`config.mk`:
```
export PLATFORM = sky130hd
export DESIGN_NAME = screen_mem_arbiter
export DESIGN_NICKNAME = d
export VERILOG_FILES = /design/src/rtl/vga_arb_pkg.sv /design/src/rtl/arb_starve_cnt.sv /design/src/rtl/screen_mem_arbiter.sv
export SDC_FILE = /design/constraint.sdc
export NUM_CORES = 1
export LEC_CHECK = 0
export CAP_MARGIN = 25
export CORE_MARGIN = 2
export CORE_UTILIZATION = 25
export CTS_CLUSTER_SIZE = 28
export DETAILED_ROUTE_END_ITERATION = 8
export DONT_BUFFER_PORTS = 1
export SETUP_SLACK_MARGIN = 0.3
export SYNTH_ARGS = -nofsm -noshare
export SYNTH_HDL_FRONTEND = slang
export SYNTH_SLANG_ARGS = --single-unit
```
`constraint.sdc`:
```
create_clock -name CLK50MHz -period 2.68 [get_ports CLK50MHz]
set_input_delay 0.268 -clock CLK50MHz [delete_from_list [all_inputs] [get_ports CLK50MHz]]
set_output_delay 0.268 -clock CLK50MHz [all_outputs]
set_load 0.05 [all_outputs]
```
`src/rtl/vga_arb_pkg.sv`:
```
// Shared types and defaults for the screen-memory arbiter.
package vga_arb_pkg;

  typedef enum logic [1:0] {
    IDLE       = 2'd0,
    CPU_ACC    = 2'd1,
    REN_ACC    = 2'd2,
    REN_LOCKED = 2'd3
  } arb_state_e;

  localparam logic ARB_CPU = 1'b0;
  localparam logic ARB_REN = 1'b1;

  localparam int unsigned DEF_ADDR_W   = 16;
  localparam int unsigned DEF_DATA_W   = 16;
  localparam int unsigned DEF_MAX_WAIT = 8;

endpackage

```
`src/rtl/arb_starve_cnt.sv`:
```
// Saturating count of cycles the CPU has lost arbitration; raises a force
// flag once the count reaches MAX_WAIT. Used only with ARB_STARVE_GUARD_EN.
module arb_starve_cnt
  import vga_arb_pkg::*;
#(
  parameter int unsigned MAX_WAIT = DEF_MAX_WAIT
) (
  input  logic clk,
  input  logic rst,
  input  logic cpu_req,
  input  logic cpu_win,
  output logic force_c
);

  localparam int unsigned CNT_W = 8;
  localparam logic [CNT_W-1:0] WAIT_LIMIT = CNT_W'(MAX_WAIT);

  logic [CNT_W-1:0] wait_cnt;

  // Cleared by a CPU grant or by the CPU withdrawing; otherwise counts losses.
  always_ff @(posedge clk or posedge rst) begin
    if (rst) begin
      wait_cnt <= '0;
    end else if (!cpu_req || cpu_win) begin
      wait_cnt <= '0;
    end else if (wait_cnt != '1) begin
      wait_cnt <= wait_cnt + CNT_W'(1);
    end
  end

  assign force_c = (wait_cnt >= WAIT_LIMIT);

endmodule

```
`src/rtl/screen_mem_arbiter.sv`:
```
// Single-port screen memory arbiter between CPU (req 0) and glyph renderer (req 1).
// Optional CPU starvation guard enabled by defining ARB_STARVE_GUARD_EN.
module screen_mem_arbiter
  import vga_arb_pkg::*;
#(
  parameter int unsigned ADDR_W   = DEF_ADDR_W,
  parameter int unsigned DATA_W   = DEF_DATA_W,
  parameter int unsigned MAX_WAIT = DEF_MAX_WAIT
) (
  input  logic              CLK50MHz,
  input  logic              RST,
  input  logic              CPU_REQ,
  input  logic              CPU_WE,
  input  logic [ADDR_W-1:0] CPU_ADDR,
  input  logic [DATA_W-1:0] CPU_WDATA,
  output logic              CPU_GNT,
  output logic [DATA_W-1:0] CPU_RDATA,
  output logic              CPU_RVALID,
  input  logic              REN_REQ,
  input  logic              REN_WE,
  input  logic [ADDR_W-1:0] REN_ADDR,
  input  logic [DATA_W-1:0] REN_WDATA,
  input  logic              REN_LOCK,
  input  logic              LINE_ACTIVE,
  output logic              REN_GNT,
  output logic [DATA_W-1:0] REN_RDATA,
  output logic              REN_RVALID,
  output logic              MEM_EN,
  output logic              MEM_WE,
  output logic [ADDR_W-1:0] MEM_ADDR,
  output logic [DATA_W-1:0] MEM_WDATA,
  input  logic [DATA_W-1:0] MEM_RDATA
);

  arb_state_e state;
  arb_state_e state_next;
  logic       rr_next;      // requester favoured on the next LINE_ACTIVE=0 tie
  logic       rd_pend;
  logic       rd_owner;
  logic       cpu_win;
  logic       ren_win;
  logic       lock_hold;
  logic       cpu_force_c;

`ifdef ARB_STARVE_GUARD_EN
  logic starve_force_c;

  arb_starve_cnt #(
    .MAX_WAIT(MAX_WAIT)
  ) u_starve_cnt (
    .clk    (CLK50MHz),
    .rst    (RST),
    .cpu_req(CPU_REQ),
    .cpu_win(cpu_win),
    .force_c(starve_force_c)
  );

  assign cpu_force_c = starve_force_c & CPU_REQ;
`else
  assign cpu_force_c = 1'b0;
`endif

  // Winner selection and next arbitration mode.
  always_comb begin
    cpu_win    = 1'b0;
    ren_win    = 1'b0;
    state_next = IDLE;
    lock_hold  = REN_LOCK && REN_REQ && (state == REN_ACC || state == REN_LOCKED);

    if (cpu_force_c) begin
      cpu_win = 1'b1;
    end else if (lock_hold) begin
      ren_win = 1'b1;
    end else if (CPU_REQ && REN_REQ) begin
      if (LINE_ACTIVE || rr_next == ARB_REN) ren_win = 1'b1;
      else                                   cpu_win = 1'b1;
    end else if (CPU_REQ) begin
      cpu_win = 1'b1;
    end else if (REN_REQ) begin
      ren_win = 1'b1;
    end

    // A forced CPU slot inside a burst keeps the lock for the following beat.
    if (cpu_win)      state_next = lock_hold ? REN_LOCKED : CPU_ACC;
    else if (ren_win) state_next = lock_hold ? REN_LOCKED : REN_ACC;
  end

  always_ff @(posedge CLK50MHz or posedge RST) begin
    if (RST) begin
      state      <= IDLE;
      rr_next    <= ARB_CPU;
      rd_pend    <= 1'b0;
      rd_owner   <= ARB_CPU;
      CPU_GNT    <= 1'b0;
      REN_GNT    <= 1'b0;
      CPU_RVALID <= 1'b0;
      REN_RVALID <= 1'b0;
      CPU_RDATA  <= '0;
      REN_RDATA  <= '0;
      MEM_EN     <= 1'b0;
      MEM_WE     <= 1'b0;
      MEM_ADDR   <= '0;
      MEM_WDATA  <= '0;
    end else begin
      state      <= state_next;
      CPU_GNT    <= cpu_win;
      REN_GNT    <= ren_win;
      MEM_EN     <= cpu_win | ren_win;
      CPU_RVALID <= 1'b0;
      REN_RVALID <= 1'b0;

      if (cpu_win) begin
        MEM_WE    <= CPU_WE;
        MEM_ADDR  <= CPU_ADDR;
        MEM_WDATA <= CPU_WDATA;
        rr_next   <= ARB_REN;
      end else if (ren_win) begin
        MEM_WE    <= REN_WE;
        MEM_ADDR  <= REN_ADDR;
        MEM_WDATA <= REN_WDATA;
        rr_next   <= ARB_CPU;
      end else begin
        MEM_WE <= 1'b0;
      end

      // Tag each read with its issuer; return the data one cycle later.
      rd_pend  <= (cpu_win & ~CPU_WE) | (ren_win & ~REN_WE);
      rd_owner <= ren_win ? ARB_REN : ARB_CPU;

      if (rd_pend) begin
        if (rd_owner == ARB_CPU) begin
          CPU_RDATA  <= MEM_RDATA;
          CPU_RVALID <= 1'b1;
        end else begin
          REN_RDATA  <= MEM_RDATA;
          REN_RVALID <= 1'b1;
        end
      end
    end
  end

endmodule

```
==> impl_metrics.yaml <==
detailed_routing:
  vias_per_cell: 4.71
  drtPass1Iterations: 4
  vias: 1948
  post_drt_wl_per_cell_um: 18.4
  routed_wl_um: 7630
  drtIter0Drc: 56
  ant_nets: 0
  drcViolationCount: 0
cts:
  cts_htree_levels: 3
  hold_buffers: 1
  tritoncts: "done"
  post_cts_buffers: 0
  cts_root_buffer: "clkbuf_16"
  cts_resized: 0
  numCtsBuffers: 9
  clkLatencyLatePin_ns: 0.33
  clock-sinks: 73
  cts.reportedPaths.clkPinSlew_ns: 0.05
  cts_buffer_depth: 2
synthesis:
  synth_area_um2: 3190
  ys_types: 21
  ys_warn_count: 0
  yosys.area.top_type_share_pct: 57.2
  synth.area.top_cells: "dfrtp_1 (57%), mux2_2 (11%), o221a_2 (10%)"
  synth_area_leader_cell: "dfrtp_1"
  synth_flop_cell: "dfrtp_1"
  yosysMostFrequentCell: "dfrtp_1"
  synth_seq_cells: 73
  synthesis.nets: 325
  synth_edf_count: 0
  ys_top_cells_by_count: "dfrtp_1 (73), nand2_1 (35), mux2_2 (32), mux2i_1 (32), o221a_2 (29)"
  netlist_instances: 237
  async_flop_share_pct: 100
  avgSynthCellArea_um2: 13.5
  yosysSeqAreaShare_pct: 57.2
place:
  place_congestion: 0.662
  io_buffers: 0
  placed_cell_area_um2: 3350
  dp_hpwl_um: 5620
global_routing:
  grt_pass1_wl_um: 11100
  antenna_found_initial: 0
  grt-ovfl-total: 0
  grt_max_degree: 42
  grtUsageTotal_pct: 11.1
  first_global_vias: 2077
pwr:
  max-vdd-ir-drop_mv: 0.268
  leakage_nw: 1.58
  p_total_mw: 3.56
  p_per_area_nw_per_um2: 974
setup_path:
  crit_type: "reg2reg"
  cp.arrival_ns: 2.13
  cp-start-kind: "flip-flop"
  reg2reg_depth: 2
  cpMaxStageDelayCell: "nand2b_1"
  crit_path_max_incr_delay_ns: 0.73
  crit_chain: "nand2b_1, mux2_2"
  end_kind: "flip-flop"
  crit_required_ns: 2.89
  crit_fanout: 17
die:
  ioPinCount: 158
  placementRows: 41
  die_w_um: 117
  fp.dieArea_um2: 13700
  die_h_um: 117
  initial_core_util_pct: 25.4
  core-area_um2: 12600
cells_and_area:
  antenna_cells: 0
  post-route-cell-area_um2: 3660
  final_layout_size_suffix_gt1_share_pct: 34.3
  fin_nets: 326
  fin_util_pct: 29.1
  area_growth_pct: 14.5
timing:
  finalCriticalPeriod_ns: 1.92
  hold_viol: 0
  fin_setup_tns_ns: 0
  post-route-period-util_pct: 71.6
  final-setup-viol-count: 0
  fin_skew_ns: 0.00508
  rsz0062_at_grt: "no"
  holdWs_ns: 0.0565
  fmax_mhz: 521
  slew-limit-headroom_pct: 43.2
  drv_slew: 0
  worst_pin_slew_ns: 0.852
min_path:
  holdPathStages: 1
  hold_class: "in2reg"
run_status:
  status: "finished clean"
flow_run:
  cap_violations: 0
cells by family after synthesis:
family | after synthesis | synth area share (%)
AO/OA/AOI/OAI | 38 | 12.9
buffers and inverters | 24 | 4.00
flip-flops | 73 | 57.2
multiplexers | 64 | 21.3
AND/OR/NAND/NOR | 38 | 4.55
routing by layer:
layer | vias up | part of all wire, % | track usage [%]
met4 | 0 | 1.7 | 5.57
met5 | - | 0 | 0
li1 | 872 | - | -
met2 | 111 | 49 | 19.1
met1 | 954 | 36 | 11.3
met3 | 11 | 13 | 5.41
layout make-up:
class	count	area (µm²)
sequential	73	1830
clock inverter	3	40.0
inverter	8	31.3
clock buffer	12	256
fill	1288	8910
tap	172	215
multi-input combinational	140	1240
timing repair buffer	6	47.5
state kept, by name, summed over array words and instances, names as in the netlist:
signal      count
rd_pend         1
REN_RDATA      16
rr_next         1
CPU_RDATA      16
state           1
MEM_EN          1
REN_GNT         1
REN_RVALID      1
MEM_WE          1
MEM_ADDR       16
CPU_RVALID      1
MEM_WDATA      16
CPU_GNT         1
placed cells by master, fill, tap and decap left out, drive strengths merged, types with 2 or more instances in the layout:
| cell type | n |
|---|---|
| buf | 5 |
| clkbuf | 12 |
| clkinv | 4 |
| dfrtp | 73 |
| inv | 6 |
| mux2 | 32 |
| mux2i | 32 |
| nand2 | 35 |
| nor2 | 2 |
| o21ai | 2 |
| o221a | 32 |
path summary, 6_finish.rpt:
path,slack [ns],end,startpoint
worst max register to register,0.76,CPU_RDATA[5],REN_GNT
min in group asynchronous,0.48,REN_GNT,RST
worst min-delay path,0.06,rd_pend,CPU_WE
worst min register to register,0.53,rr_next,rr_next
worst max-delay path,0.76,CPU_RDATA[5],REN_GNT
max in group asynchronous,1.46,MEM_ADDR[6],RST
through the flow:
step,std cells,setup slack [ns]
5_1_grt,414,0.645
3_3_place_gp,398,0.779
2_1_floorplan,237,0.559
4_1_cts,414,0.724
3_5_place_dp,398,0.733
6_report,414,0.762
power by group:
part | total [mW] | switching, mW | leakage [nW] | internal, mW
registers | 2.04 | 0.767 | 0.847 | 1.27
logic | 0.327 | 0.135 | 0.586 | 0.192
clock network | 1.19 | 0.432 | 0.148 | 0.763
worst max-delay path, delay by kind of cell, from the launching register on:
kind          cells  cell delay (ns)
flops             1             0.64
mux               1             0.42
simple gates      1             0.73
Power figures use the tool's default switching activity.
